### src/rtl/ecs_pkg.sv
// Shared constants, token payload layout and FSM state encoding for the ECS stream encoder.
package ecs_pkg;

  localparam int GRP_W     = 4;
  localparam int PAYLOAD_W = 6;

  localparam int OFF_NOI  = 4;
  localparam int OFF_IND0 = 2;
  localparam int OFF_IND1 = 0;
  localparam int OFF_RAW  = 0;

  typedef enum logic {
    S_IDLE = 1'b0,
    S_EMIT = 1'b1
  } state_e;

  // Escape tokens carry the raw nibble; others carry {noi, ind0, ind1}.
  function automatic logic [PAYLOAD_W-1:0] pack_payload(
    input logic             esc,
    input logic [GRP_W-1:0] raw,
    input logic [1:0]       noi,
    input logic [1:0]       ind0,
    input logic [1:0]       ind1
  );
    logic [PAYLOAD_W-1:0] p;
    p = '0;
    if (esc) begin
      p[OFF_RAW +: GRP_W] = raw;
    end else begin
      p[OFF_NOI +: 2]  = noi;
      p[OFF_IND0 +: 2] = ind0;
      p[OFF_IND1 +: 2] = ind1;
    end
    return p;
  endfunction

endpackage

### src/rtl/ecs_nibble_coder.sv
// Combinational nibble coder: popcount, lowest two set positions, escape flag for >= 3 ones.
module ecs_nibble_coder
  import ecs_pkg::*;
(
  input  logic [GRP_W-1:0] nib_i,
  output logic             esc_o,
  output logic [1:0]       noi_o,
  output logic [1:0]       ind0_o,
  output logic [1:0]       ind1_o
);

  logic [2:0] ones;

  always_comb begin
    ones   = '0;
    ind0_o = '0;
    ind1_o = '0;
    for (int i = 0; i < GRP_W; i++) begin
      if (nib_i[i]) begin
        if (ones == 3'd0) begin
          ind0_o = 2'(i);
        end else if (ones == 3'd1) begin
          ind1_o = 2'(i);
        end
        ones = ones + 3'd1;
      end
    end
    esc_o = (ones >= 3'd3);
    noi_o = esc_o ? 2'd0 : ones[1:0];
  end

endmodule

### src/rtl/ecs_stream_encoder.sv
// Splits each accepted word into per-nibble tokens, one per token handshake, optionally skipping
// zero nibbles; a new word may be accepted on the final token's handshake for gap-free streaming.
module ecs_stream_encoder
  import ecs_pkg::*;
#(
  parameter int W_IN  = 16,
  parameter int CNT_W = 16,
  localparam int NG   = W_IN / GRP_W,
  localparam int PW   = $clog2(NG)
) (
  input  logic                 clk,
  input  logic                 rst,
  input  logic [W_IN-1:0]      in_data,
  input  logic                 in_skip,
  input  logic                 in_valid,
  output logic                 in_ready,
  output logic                 tok_valid,
  input  logic                 tok_ready,
  output logic                 tok_esc,
  output logic [PAYLOAD_W-1:0] tok_payload,
  output logic [PW-1:0]        tok_pos,
  output logic                 tok_last,
  output logic [CNT_W-1:0]     esc_count
);

  state_e            state_q, state_d;
  logic [W_IN-1:0]   word_q, word_d;
  logic              skip_q, skip_d;
  logic [PW-1:0]     pos_q, pos_d;
  logic [CNT_W-1:0]  cnt_q, cnt_d;

  logic [GRP_W-1:0]  nib;
  logic              c_esc;
  logic [1:0]        c_noi, c_ind0, c_ind1;
  logic              emit, is_last, tok_hs, last_hs, accept;

  // First index >= start that must be emitted; the top nibble always qualifies.
  function automatic logic [PW-1:0] find_pos(
    input logic [W_IN-1:0] w,
    input logic            s,
    input logic [PW:0]     start
  );
    logic found;
    find_pos = PW'(NG - 1);
    found    = 1'b0;
    for (int g = 0; g < NG; g++) begin
      if (!found && g >= int'(start) && (!s || w[GRP_W*g +: GRP_W] != '0)) begin
        find_pos = PW'(g);
        found    = 1'b1;
      end
    end
  endfunction

  assign nib = word_q[{pos_q, 2'b00} +: GRP_W];

  ecs_nibble_coder u_coder (
    .nib_i  (nib),
    .esc_o  (c_esc),
    .noi_o  (c_noi),
    .ind0_o (c_ind0),
    .ind1_o (c_ind1)
  );

  assign emit     = (state_q == S_EMIT) && !rst;
  assign is_last  = (pos_q == PW'(NG - 1));
  assign tok_hs   = emit && tok_ready;
  assign last_hs  = tok_hs && is_last;
  assign in_ready = !rst && ((state_q == S_IDLE) || last_hs);
  assign accept   = in_valid && in_ready;

  always_comb begin
    state_d = state_q;
    word_d  = word_q;
    skip_d  = skip_q;
    pos_d   = pos_q;
    cnt_d   = cnt_q;
    if (accept) begin
      state_d = S_EMIT;
      word_d  = in_data;
      skip_d  = in_skip;
      pos_d   = find_pos(in_data, in_skip, '0);
    end else if (last_hs) begin
      state_d = S_IDLE;
    end else if (tok_hs) begin
      pos_d = find_pos(word_q, skip_q, {1'b0, pos_q} + (PW+1)'(1));
    end
    if (tok_hs && c_esc && cnt_q != '1) begin
      cnt_d = cnt_q + CNT_W'(1);
    end
  end

  always_ff @(posedge clk) begin
    if (rst) begin
      state_q <= S_IDLE;
      word_q  <= '0;
      skip_q  <= 1'b0;
      pos_q   <= '0;
      cnt_q   <= '0;
    end else begin
      state_q <= state_d;
      word_q  <= word_d;
      skip_q  <= skip_d;
      pos_q   <= pos_d;
      cnt_q   <= cnt_d;
    end
  end

  assign tok_valid   = emit;
  assign tok_esc     = emit && c_esc;
  assign tok_payload = emit ? pack_payload(c_esc, nib, c_noi, c_ind0, c_ind1) : '0;
  assign tok_pos     = emit ? pos_q : '0;
  assign tok_last    = emit && is_last;
  assign esc_count   = cnt_q;

endmodule

### config.mk
export PLATFORM = sky130hd
export DESIGN_NAME = ecs_stream_encoder
export DESIGN_NICKNAME = d
export VERILOG_FILES = /design/src/rtl/ecs_pkg.sv /design/src/rtl/ecs_nibble_coder.sv /design/src/rtl/ecs_stream_encoder.sv
export SDC_FILE = /design/constraint.sdc
export NUM_CORES = 1
export LEC_CHECK = 0
export ABC_AREA = 0
export CAP_MARGIN = 20
export CORE_UTILIZATION = 50
export CTS_CLUSTER_DIAMETER = 120
export DETAILED_ROUTE_END_ITERATION = 12
export PLACE_DENSITY = 0.79
export SLEW_MARGIN = 20
export SYNTH_ARGS = -nofsm -noshare
export SYNTH_HDL_FRONTEND = slang
export SYNTH_HIERARCHICAL = 1
export SYNTH_SLANG_ARGS = --single-unit
### constraint.sdc
create_clock -name clk -period 5.3 [get_ports clk]
set_input_delay 0.795 -clock clk [delete_from_list [all_inputs] [get_ports clk]]
set_output_delay 0.795 -clock clk [all_outputs]
set_load 0.05 [all_outputs]
==> results of run 1 <==
-- cell usage after synthesis, types with 2 or more instances --
cell type | count | share of area [%]
nand3_1 | 6 | 1.3
inv_1 | 9 | 1.5
nor2b_1 | 4 | 1.1
clkbuf_1 | 3 | 0.50
xor2_1 | 3 | 1.2
mux4_2 | 4 | 4.0
o21ai_0 | 26 | 5.8
nand2_1 | 42 | 7.1
mux2_2 | 2 | 1.0
buf_4 | 2 | 0.67
mux2i_1 | 6 | 2.7
or3_1 | 6 | 1.7
nor3_1 | 4 | 0.90
nor3b_1 | 2 | 0.67
a21oi_1 | 15 | 3.4
nand4b_1 | 2 | 0.78
nor2_1 | 13 | 2.2
or2_1 | 3 | 0.84
and3_1 | 3 | 0.84
and4b_1 | 2 | 0.90
o22ai_1 | 3 | 0.84
nand2b_1 | 5 | 1.4
o31ai_1 | 3 | 1.0
buf_2 | 7 | 1.6
dfxtp_1 | 36 | 32
and4_1 | 2 | 0.78
and2_1 | 2 | 0.56
nor4_1 | 3 | 0.84
o311ai_0 | 2 | 0.78
ha_1 | 7 | 3.9
or4_1 | 3 | 1.0
buf_6 | 3 | 1.5
a21o_1 | 2 | 0.67
nand4_1 | 6 | 1.7
-- tightest hold or removal path: stages, from the launching register on --
cell and delay, ns:
dfxtp_1 0.31, nand2_1 0.05, o21ai_0 0.06
-- final cells by class --
class / count / area share (%)
Multi-Input combinational cell: 208 / 49.3
Clock inverter: 1 / 0.270
Tap cell: 50 / 2.25
Inverter: 9 / 1.21
Clock buffer: 7 / 3.10
Sequential cell: 36 / 25.9
Timing Repair Buffer: 52 / 17.9
-- layer usage --
metal | up-vias | global-route usage, % | wire [um]
met5 | - | 0 | 0
met2 | 63 | 37.3 | 2350
met3 | 4 | 5.59 | 253
met1 | 991 | 33.2 | 2560
li1 | 1076 | - | -
met4 | 0 | 6.12 | 43
-- cell families (layout without fill, tap and decap cells) --
group,after synthesis,in the layout,share of synthesized area (%)
XOR/XNOR,3,3,1.18
adder cells (fa/ha/maj),7,7,3.92
flip-flops,36,36,32.2
multiplexers,13,13,8.23
AND/OR/NAND/NOR,118,118,28.9
AO/OA/AOI/OAI,67,67,19.2
buffers and inverters,25,69,6.38
-- power by group through the flow --
stage	logic, mW	registers, mW	clock network (mW)
after global placement	0.113	0.295	0
final	0.117	0.289	0.209
after global routing	0.128	0.291	0.224
after detailed placement	0.115	0.295	0
after CTS	0.116	0.289	0.211
after floorplan	0.0847	0.291	0
-- registers in the layout, summed over array words and instances, names as in the netlist --
register   cells
pos_q          2
esc_count     16
state_q        1
skip_q         1
word_q        16
-- worst min path at each step --
stage	slack [ns]	end	depth (start not counted)	from
after floorplan	0.43	word_q[12]$_SDFFE_PP0P_	2	word_q[12]$_SDFFE_PP0P_
after global placement	0.45	word_q[2]$_SDFFE_PP0P_	2	word_q[2]$_SDFFE_PP0P_
after detailed placement	0.45	word_q[2]$_SDFFE_PP0P_	2	word_q[2]$_SDFFE_PP0P_
after CTS	0.46	word_q[2]$_SDFFE_PP0P_	2	word_q[2]$_SDFFE_PP0P_
after global routing	0.48	word_q[2]$_SDFFE_PP0P_	2	word_q[2]$_SDFFE_PP0P_
final	0.46	word_q[2]$_SDFFE_PP0P_	2	word_q[2]$_SDFFE_PP0P_
-- cells in the final DEF (no fill, tap or decap), types with 2 or more instances in the layout --
cell	count
and4b_1	2
or3_1	6
o21ai_0	26
buf_4	9
nor2_1	13
dfxtp_1	36
nand2_1	42
inv_1	9
a21o_1	2
and4_1	2
nand4b_1	2
nor3_1	4
a21oi_1	15
or4_1	3
mux4_2	4
or2_1	3
o22ai_1	3
o31ai_1	3
and2_1	2
and3_1	3
nand2b_1	5
clkdlybuf4s50_1	43
o311ai_0	2
nor4_1	3
xor2_1	3
nand3_1	6
ha_1	7
nor3b_1	2
mux2_2	2
clkbuf_8	6
nor2b_1	4
nand4_1	6
mux2i_1	6
==> metrics.md, run 1 <==
| Metric | Value |
|---|---|
| Slew margin rel. | `approximately two fifths` |
| Worst Hold Class | `flop to flop` |
| Total negative slack | `0 ns` |
| NetSw | `175 uW` |
| Worst Path Buf+Inv | `2` |
| Outcome | `finished, final reports clean` |
| Final min period | `roughly 5.0 ns` |
| Critical Path Most Common Cell | `ha_1` |
| Placed Instances | `between 300 and 400` |
| Critical Path Fanout Max | `9` |
| Seq pwr share | `between 40 and 50%` |
| Iteration-0 DRC Markers | `roughly 120` |
| WS Path Type | `flop to output pin` |
| Post-DP Area | `between 2000 and 3000 um^2` |
| Number of buffers created by CTS | `5` |
| Final Skew | `0.00351 ns` |
| Grt ovf | `0` |
| Synthesized cell area | `approximately 2200 um^2` |
| Cells on worst reg2reg path | `13` |
| Antenna violations before repair | `0` |
| CP required | `4.51 ns` |
| Worst setup path startpoint | `pos_q[0]$_SDFFE_PP0P_` |
| Crit path cell chain | `mux4_2 -> ha_1 -> nor2b_1 -> or2_1 -> ha_1 -> mux2_1 -> mux2i_1 -> a2111oi_2 -> buf_4 -> nor3b_1 -> clkdlybuf4s50_1` |
| Quantity of I/O buffers inserted on ports | `48` |
| Sequential element share of the synthesized area | `roughly a third` |
| Maximum clock path buffer count | `2` |
| Final instance area | `2780 um^2` |
| H-tree levels | `2` |
| Post-CTS Setup Inserts | `0` |
| DR pass1 iterations | `4` |
| Combinational power share | `around a fifth` |
| Final hold violation count | `0` |
| Vias | `2134` |
| RR Endpoint | `esc_count[14]$_SDFFE_PP0P_` |
| Clock Sinks | `36` |
| Slew of the pin with the lowest slew margin | `0.902 ns` |
| R2r setup slk | `about 0.95 ns` |
| Drt wl/cell | `about 14 um` |
| RSZ-0062 raised after global routing | `no` |
| Die Y | `~69 um` |
| Final core utilization | `67.1%` |
| Cell Count, Final, Fillers Out | `around 360` |
| Vias in the first global route | `roughly 1800` |
| Hold Slack | `about 0.46 ns` |
| NumNets Final | `340` |
| Synthesis-stage register bit count | `36` |
| Die width | `between 60 and 70 um` |
| Final Max Tran Viols | `0` |
| P per Cell Area | `approximately 220 nW/um^2` |
| DP HPWL | `about 3800 um` |
| Clk pwr share | `roughly a third` |
| Number of vias per cell | `approximately 5.9` |
| Total power | `just over 600 uW` |
| FF-to-FF Start | `pos_q[0]$_SDFFE_PP0P_` |
| Worst path max stage delay | `0.82 ns` |
| Critical Path Sink Type | `output pin` |
| Later-pin clock latency in the skew report | `about 0.29 ns` |
| Slowest-stage cell, CP | `clkdlybuf4s50_1` |
| Syn Inst Count | `approximately 270` |
| Leak | `around 0.99 nW` |
| Maximum VDD drop | `0.173 mV` |
| Cell count along the critical path | `11` |
| Synthesized area per cell | `~8.3 um^2` |
| Worst setup SP type | `flop` |
| Root Buffer | `clkbuf_8` |
| Syn Nets | `a little under 300` |
| First-pass GRT wire length | `roughly 8500 um` |
| EDFF count, synth | `0` |
| FFs w/ async S/R, synth | `0%` |
| Core ar. | `4140 um^2` |
| # hold bufs at CTS | `0` |
| Fillers | `around 380` |
| Layout area overhead | `24.4%` |
| Post-synth cell types | `62` |
| Total GRT Usage | `about a quarter` |
| Post_cts resized | `0` |
| Ys flop type | `dfxtp_1` |
| CTS tree | `built` |
| Share of layout cells above drive strength 1 | `10.9%` |
| Crit path arrival time | `4.20 ns` |
| Initial Util | `54.0%` |
| Site row count | `23` |
| Die Area | `roughly 4700 um^2` |
| # IOs | `approximately 50` |
| Synth warnings | `6` |
| Crit path max-delay family | `multiplexers` |
| Remaining antenna violation count after routing | `0` |
| Final setup violation count | `0` |
| Crit share post-route | `between 90% and 100%` |
| N_diodes | `0` |
| Post-route DRC | `0` |
| Int Power | `440 uW` |
| Worst setup margin | `about 0.31 ns` |
| Switch share | `28.4%` |
| Placer's final routability congestion estimate | `between 0.9 and 1` |
| Worst Setup EP | `tok_payload[4]` |
| Drt total wl | `5210 um` |
| Max_cap viols | `0` |
| FMAX | `about 200 MHz` |
| Reg clk slew, reported paths | `~0.080 ns` |
| Pin count of the biggest net entering global routing | `38` |
| Area occupied by multi-input gates | `1370 um^2` |
| Placement Setup Slack | `roughly 0.65 ns` |
| Storage cell area | `721 um^2` |
Power figures use the tool's default switching activity.
==> run 2, diff against run 1 <==
CORE_UTILIZATION = 46   (was 50)
MAX_ROUTING_LAYER = met4   (was unset)
PLACE_DENSITY = 0.77   (was 0.79)
clock period = 4.4 ns   (was 5.3 ns; I/O delays follow)
==> run 2 against run 1 <==
Net effect: register-to-register slack got worse by 0.51 ns; critical endpoint is now tok_payload[0]; non-clock buffer count rose by 2; combinational power rose by 27%; clock skew rose by 0.0034 ns; largest cell class unchanged; largest power group unchanged; flip-flop and latch count did not move; via count rose by 0.19%; critical path depth rose by 1; worst setup slack got worse by 0.11 ns; core utilization fell by 5.7 points; worst hold slack improved by 0.011 ns; total power rose by 22%.
==> metrics.md, run 2 (synthesized netlist as in run 1, its figures left out) <==
| Metric | Value |
|---|---|
| Die Area | `5140 um^2 (+8.4%)` |
| Quantity of I/O buffers inserted on ports | `48 (unchanged)` |
| Max_cap viols | `0 (unchanged)` |
| Total negative slack | `0 ns (unchanged)` |
| Most frequent cells in the layout | `nand2_1, clkdlybuf4s50_1, dfxtp_1, o21ai_0, a21oi_1` |
| Cells on worst reg2reg path | `12 (-1)` |
| Maximum clock path buffer count | `2 (unchanged)` |
| WS Path Type | `flop to output pin` |
| Crit path arrival time | `3.55 ns (-0.65 ns)` |
| Iteration-0 DRC Markers | `114 (-7.3%)` |
| Later-pin clock latency in the skew report | `0.29 ns (about the same)` |
| Met3 Resource Use GR | `4.22% (-1.4 points)` |
| Crit path cell chain | `mux4_2 -> inv_1 -> ha_2 -> xor2_1 -> ha_2 -> nand4b_1 -> a21oi_1 -> a2111oi_2 -> buf_4 -> mux2i_1 -> nor2_1 -> buf_12` |
| M2 GR Usage | `33.6% (-3.6 points)` |
| Remaining antenna violation count after routing | `0 (unchanged)` |
| Share of layout cells above drive strength 1 | `15.9% (+5.0 points)` |
| Vias in the first global route | `1917 (+4.4%)` |
| R2r setup slk | `0.44 ns (-0.51 ns)` |
| Core ar. | `4690 um^2 (+13%)` |
| Total GRT Usage | `22.1% (-1.9 points)` |
| Grt ovf | `0 (unchanged)` |
| # hold bufs at CTS | `0 (unchanged)` |
| Vias | `2138 (+0.19%)` |
| Placement Setup Slack | `0.311 ns (-0.339 ns)` |
| Worst setup SP type | `flop` |
| RR Endpoint | `esc_count[6]$_SDFFE_PP0P_` |
| Maximum VDD drop | `0.140 mV (-19%)` |
| N_diodes | `0 (unchanged)` |
| Number of buffers created by CTS | `5 (unchanged)` |
| Slowest-stage cell, CP | `mux4_2` |
| FMAX | `between 200 and 250 MHz` |
| Final Max Tran Viols | `0 (unchanged)` |
| Worst path max stage delay | `0.56 ns (-0.26 ns)` |
| NumNets Final | `342 (+0.59%)` |
| CTS tree | `built` |
| Placer's final routability congestion estimate | `0.892 (-1.8%)` |
| Final min period | `~4.2 ns` |
| Die Y | `71.7 um (+4.1%)` |
| Reg clk slew, reported paths | `0.08 ns (about the same)` |
| Commonest non-fill, non-tap cell in the layout | `nand2_1` |
| Site row count | `25 (+8.7%)` |
| # IOs | `49 (unchanged)` |
| Worst Hold Class | `flop to flop` |
| Final Skew | `0.00689 ns (+0.00338 ns)` |
| Slew of the pin with the lowest slew margin | `0.892 ns (-0.0107 ns)` |
| CP required | `3.74 ns (-0.77 ns)` |
| RSZ-0062 raised after global routing | `no` |
| Final hold violation count | `0 (unchanged)` |
| Critical Path Sink Type | `output pin` |
| Crit share post-route | `~96%` |
| Outcome | `finished, final reports clean` |
| Initial Util | `47.7% (-6.3 points)` |
| First-pass GRT wire length | `8700 um (+2.8%)` |
| P per Cell Area | `261 nW/um^2 (+18%)` |
| Number of vias per cell | `5.79 (-1.4%)` |
| Met1 usage | `29.2% (-4.1 points)` |
| Worst setup path startpoint | `pos_q[0]$_SDFFE_PP0P_` |
| Die width | `71.7 um (+4.1%)` |
| Fillers | `399 (+6.1%)` |
| Post-route DRC | `0 (unchanged)` |
| Drt total wl | `5340 um (+2.6%)` |
| Critical Path Most Common Cell | `ha_2` |
| Pin count of the biggest net entering global routing | `24 (-37%)` |
| Worst setup margin | `0.192 ns (-0.115 ns)` |
| Busiest grt layer | `met2` |
| H-tree levels | `2 (unchanged)` |
| Root Buffer | `clkbuf_8` |
| FF-to-FF Start | `pos_q[0]$_SDFFE_PP0P_` |
| DR pass1 iterations | `4 (unchanged)` |
| Slew margin rel. | `40.1% (+0.72 points)` |
| DP HPWL | `3930 um (+2.9%)` |
| Layout area overhead | `28.9%` |
| Drt wl/cell | `14.5 um (+0.91%)` |
| Antenna violations before repair | `0 (unchanged)` |
| Critical Path Fanout Max | `9 (unchanged)` |
| Final setup violation count | `0 (unchanged)` |
| Clock Sinks | `36 (unchanged)` |
| Leak | `1.02 nW (+3.4%)` |
| Worst Setup EP | `tok_payload[0]` |
-- run 2: changes by cell type in the layout (fill, tap and decap cells not counted), moves of 2 or more --
cell | before | now
nor3b_2 | 0 | 2
clkdlybuf4s50_1 | 43 | 37
nor3b_1 | 2 | 0
buf_4 | 9 | 12
buf_12 | 0 | 5
dfxtp_1 | 36 | 34
ha_1 | 7 | 4
ha_2 | 0 | 3
-- run 2: area by class of cell --
cell class,count,area [um^2],share of cell area [%]
repair buffers,54,561,19.4
multi-input cells,208,1400,48.5
clock inverters,2,15.0,0.521
well taps,54,67.6,2.34
clock buffers,6,82.6,2.86
flip-flops and latches,36,726,25.2
inverters,9,33.8,1.17
-- run 2: stage by stage --
step	area, um^2	hold slack (ns)	util [%]	cells	total power, mW
global route	2880	0.496	61.4	369	0.784
finish	2880	0.472	61.4	369	0.753
detailed placement	2760	0.461	58.8	359	0.500
floorplan	2250	0.433	-	269	0.454
CTS	2860	0.474	60.9	367	0.750
global placement	2760	0.451	58.8	359	0.496
-- run 2: critical path, delay by kind of cell (launching register included) --
kind / cells / cell delay, ns
AOI/OAI and AO/OA: 2 / 0.46
DFF: 1 / 0.41
xor gates and xnor gates: 1 / 0.17
and+or+nand+nor: 2 / 0.21
buffers and inverters: 3 / 0.53
muxes: 2 / 0.78
adders and majority gates: 2 / 0.68
-- run 2: what timing repair did --
item,CTS,global route
setup endpoints to repair,1,4
buffers inserted,0,2
resized for setup,1,5
-- run 2: routing by layer --
| metal | wire length, um | up-vias |
|---|---|---|
| met2 | 2460 | 61 |
| met5 | 0 | - |
| met4 | 96 | 0 |
| li1 | - | 1081 |
| met1 | 2540 | 986 |
| met3 | 244 | 10 |
-- run 2: how the worst min path moves through the flow --
stage | cells after the start | slack [ns] | to | from
floorplan | 2 | 0.43 | word_q[12]$_SDFFE_PP0P_ | word_q[12]$_SDFFE_PP0P_
global placement | 2 | 0.45 | word_q[3]$_SDFFE_PP0P_ | word_q[3]$_SDFFE_PP0P_
detailed placement | 2 | 0.46 | word_q[12]$_SDFFE_PP0P_ | word_q[12]$_SDFFE_PP0P_
CTS | 2 | 0.47 | word_q[12]$_SDFFE_PP0P_ | word_q[12]$_SDFFE_PP0P_
global route | 2 | 0.50 | word_q[0]$_SDFFE_PP0P_ | word_q[0]$_SDFFE_PP0P_
finish | 2 | 0.47 | word_q[12]$_SDFFE_PP0P_ | word_q[12]$_SDFFE_PP0P_
-- run 2: where the power goes --
| part | switching (mW) | internal (mW) | total, mW |
|---|---|---|---|
| logic | 0.0782 | 0.0708 | 0.149 |
| clock network | 0.128 | 0.127 | 0.255 |
| registers | 0.0112 | 0.337 | 0.349 |
==> edit 1 (flow settings as in run 1) <==
Make the reset (`rst`) asynchronous in one clocked block.
--- a/src/rtl/ecs_stream_encoder.sv
+++ b/src/rtl/ecs_stream_encoder.sv
@@ -91,3 +91,3 @@
 
-  always_ff @(posedge clk) begin
+  always_ff @(posedge clk or posedge rst) begin
     if (rst) begin
Function: differs if rst is asserted again (counterexample within 4 cycles, from zero or initial values and one cycle with rst high); with rst held inactive, the same outputs for 10 cycles.
==> edit 1 against run 1 <==
Cell area is 3.3% higher. Setup slack better by 99 ps. Register-to-register slack better by 30 ps. Count of clock-buffer cells in the layout is 1 lower. Area after synthesis is 2.4% higher. Highest routed layer unchanged. Sequential cell count stayed put. First-iteration DRC count is 15% lower. Routed wire length is 6.6% lower. Largest cell class unchanged. Sequential share of layout area is 5.4 points higher. Clock skew is 2.1 ps higher.
Power is not shown: default switching activity piles up to over one toggle a cycle in this logic, so the estimate is an artifact.
==> edit 1: results (changes against run 1) <==
metric,value,unit,change
setup_slack,405,ps,was 307 ps
path_clk_slew,70,ps,
r2r_setup_slack,980,ps,was 950 ps
syn_inst,214,,was 269
yosys-top-cells-count,"dfrtp_1 (36), mux2_2 (18), nand2_1 (17)",,"was nand2_1 (42), dfxtp_1 (36), o21ai_0 (26)"
detailed_place_hpwl,3.67,mm,was 3.82 mm
route.final.wire_length,4.86,mm,was 5.21 mm
yosysWarnings,6,,unchanged
layout.nets,290,,was 340
fin_setup_tns,0,ps,unchanged
insertion_delay,280,ps,
netlist-cell-type-count,52,,was 62
route.met3.wl,180,um,was 253 um
grt_max_degree,37,,was 38
maxSlewHeadroom,0.575,,was 0.393
drive_gt1_frac,0.176,,was 0.109
crit_path_start,pos_q[0],,unchanged
async_flop_share,1.00,,was 0
fin_skew,5.63,ps,was 3.51 ps
worstReg2RegEnd,esc_count[13],,was esc_count[14]
drt-met1-wl,2.35,mm,was 2.56 mm
ys_top_cells_by_area,"dfrtp_1 (39%), mux2_2 (8.9%), xor2_1 (4.6%)",,"was dfxtp_1 (32%), nand2_1 (7.1%), o21ai_0 (5.8%)"
yosysSeqAreaShare,0.394,,was 0.322
cts.path.max_buffers,2,,unchanged
synth_fp_nets,242,,was 297
post_cts_buffers,0,,unchanged
dp_slack,708,ps,was 650 ps
route.met2.wl,2.21,mm,was 2.35 mm
grt_use_met1,0.307,,was 0.332
use_met3,0.0363,,was 0.0559
grt_usage,0.213,,was 0.240
num_vias,1816,,was 2134
final_cells,314,,was 363
grt_pass1_vias,1720,,was 1837
grt_util_met2,0.314,,was 0.373
gp_congestion,0.838,,was 0.909
cts_buffers,5,,unchanged
r2r_cells,13,,unchanged
htree_levels,2,,unchanged
status,finished clean,,unchanged
critPathArrivalTime,4100,ps,was 4200 ps
cts_root_buf,clkbuf_8,,unchanged
hold_start,word_q[1],,was word_q[2]
drt-initial-drc-count,105,,was 123
grt_pass1_wl,8.22,mm,was 8.47 mm
-- edit 1: cell types whose count changed after synthesis, sizes merged, moves of 5 or more --
cell   before  now
nand2      43   17
mux2        3   20
or3         7    0
xor2        3   12
o21ai      27    5
nor4        4    9
dfxtp      36    0
a21oi      15    5
dfrtp       0   36
-- edit 1: critical path: stages (launching register included) --
cell and delay, ps:
dfrtp_1 550, mux4_2 600, ha_1 300, nor2b_1 170, or2_1 220, ha_1 300
mux2_1 300, mux2i_1 170, a2111oi_2 120, nor3b_1 240, clkdlybuf4s50_1 840
-- edit 1: metrics by stage --
step | hold slack [ps] | cell area (um2)
after floorplan | 475 | 2290
after global placement | 506 | 2790
after detailed placement | 506 | 2790
after CTS | 530 | 2870
after global routing | 554 | 2870
final | 527 | 2870
-- edit 1: cells by family (layout without fill, tap and decap cells) --
family	Yosys count	after routing	share of synthesized area
AOI/OAI and AO/OA	31	31	0.100
xor gates and xnor gates	12	12	0.0459
adders and majority gates	7	7	0.0383
buffers and inverters	17	65	0.0361
DFF	36	36	0.394
muxes	30	30	0.166
and+or+nand+nor	81	81	0.220
-- edit 1: how the worst min path moves through the flow --
stage,to,cells past startpoint
floorplan,word_q[13],1
global placement,word_q[2],1
detailed placement,word_q[3],1
CTS,word_q[1],1
global route,word_q[2],1
finish,word_q[1],1
-- edit 1: layout make-up --
type,count,area [um2]
Timing Repair Buffer,50,483
Sequential cell,36,901
Fill cell,367,1510
Tap cell,52,65.1
Inverter,8,30.0
Clock inverter,1,5.00
Multi-Input combinational cell,161,1320
Clock buffer,6,72.6
==> edit 2 (settings of run 1) <==
Without the edit above. The parameter `CNT_W` goes from 16 to 12.
--- a/src/rtl/ecs_stream_encoder.sv
+++ b/src/rtl/ecs_stream_encoder.sv
@@ -6,3 +6,3 @@
   parameter int W_IN  = 16,
-  parameter int CNT_W = 16,
+  parameter int CNT_W = 12,
   localparam int NG   = W_IN / GRP_W,
Ports: changed (resized esc_count); port bits go from 49 to 45. No check against the original RTL was run, so the function may have changed too.
==> edit 2 against run 1 <==
Global-route usage fell by 0.18 points. Cell area decreased by 7.7%. Setup slack lost 18 ps. Critical path type unchanged. Total power up 7.7%. Register-to-register slack worse by 120 ps. Routed wire length shrank 10%. Sequential cell count decreased by 4. Clock power rose by 22%. Largest power group unchanged. First-iteration DRC count fell by 46%. Area after synthesis fell by 11%.
==> edit 2: results (changes against run 1) <==
metric,value,unit,change
drive_gt1_frac,0.119,,was 0.109
synth-xor-area-share,0.0132,,was 0.0118
route.met3.wl,185,um,was 253 um
power_switching,177,uW,was 175 uW
inverters,11,,was 9
grt_pass1_vias,1701,,was 1837
netlist-cell-type-count,53,,was 62
dp_slack,530,ps,was 650 ps
synth_seq_cells,32,,was 36
wl_per_cell,14.0,um,was 14.3 um
grt_pass1_wl,7.91,mm,was 8.47 mm
yosysSeqAreaShare,0.321,,was 0.322
drt-initial-drc-count,66,,was 123
fin_skew,6.06,ps,was 3.51 ps
antenna_found_initial,0,,unchanged
register_area,641,um2,was 721 um2
grt_use_met1,0.336,,was 0.332
place_area,2440,um2,was 2690 um2
critPathMaxStageDelay,730,ps,was 820 ps
post_cts_resized,0,,unchanged
buffer_area_frac,0.178,,was 0.179
drt-met1-wl,2.23,mm,was 2.56 mm
dp_cells,325,,was 355
setup_slack,288,ps,was 307 ps
detailed_place_hpwl,3.42,mm,was 3.82 mm
n_all_buffers,48,,was 52
avgViaCountPerCell,5.70,,was 5.88
comb.multi_input.count,186,,was 208
synth_fp_nets,272,,was 297
holdWs,461,ps,about the same
ys_top_cells_by_area,"dfxtp_1 (32%), nand2_1 (8.3%), o21ai_0 (4.8%)",,"was dfxtp_1 (32%), nand2_1 (7.1%), o21ai_0 (5.8%)"
route.detailed.drc,0,,unchanged
num_vias,1897,,was 2134
synthMuxAreaShare,0.0859,,was 0.0823
nFillCells,345,,was 376
first_pass_iters,5,,was 4
yosys-top-cells-count,"nand2_1 (44), dfxtp_1 (32), o21ai_0 (19)",,"was nand2_1 (42), dfxtp_1 (36), o21ai_0 (26)"
use_met3,0.0365,,was 0.0559
status,finished clean,,unchanged
leakage,0.969,nW,was 0.986 nW
grt_usage,0.238,,was 0.240
synth.avg_cell_area,8.18,um2,was 8.31 um2
grt_util_met2,0.372,,was 0.373
final-clk-cell-share,0.0492,,was 0.0337
synth_compound_area_frac,0.222,,was 0.192
route.met2.wl,2.19,mm,was 2.35 mm
utilization,0.685,,was 0.671
portBuffers,44,,was 48
layout.nets,312,,was 340
critPathArrivalTime,4220,ps,was 4200 ps
[edit 2: cell types whose count changed after synthesis, moves of 3 or more]
cell            run 1  this run
o21ai_0            26        19
dfxtp_1            36        32
nor3_1              4         1
buf_6               3         0
o21ai_1             1         6
nand4_1             6         2
[edit 2: power groups by stage]
stage	Sequential, mW	Clock [mW]	Combinational, mW
3_3_place_gp	0.268	0	0.141
5_1_grt	0.264	0.268	0.159
6_report	0.263	0.255	0.144
4_1_cts	0.263	0.257	0.144
3_5_place_dp	0.268	0	0.144
2_1_floorplan	0.261	0	0.111
[edit 2: worst paths after layout]
kind | from | endpoint | depth (start not counted)
max | pos_q[0] | tok_payload[4] | 10
min | word_q[2] | word_q[2] | 2
max reg2reg | pos_q[0] | esc_count[8] | 13
min reg2reg | word_q[2] | word_q[2] | 2
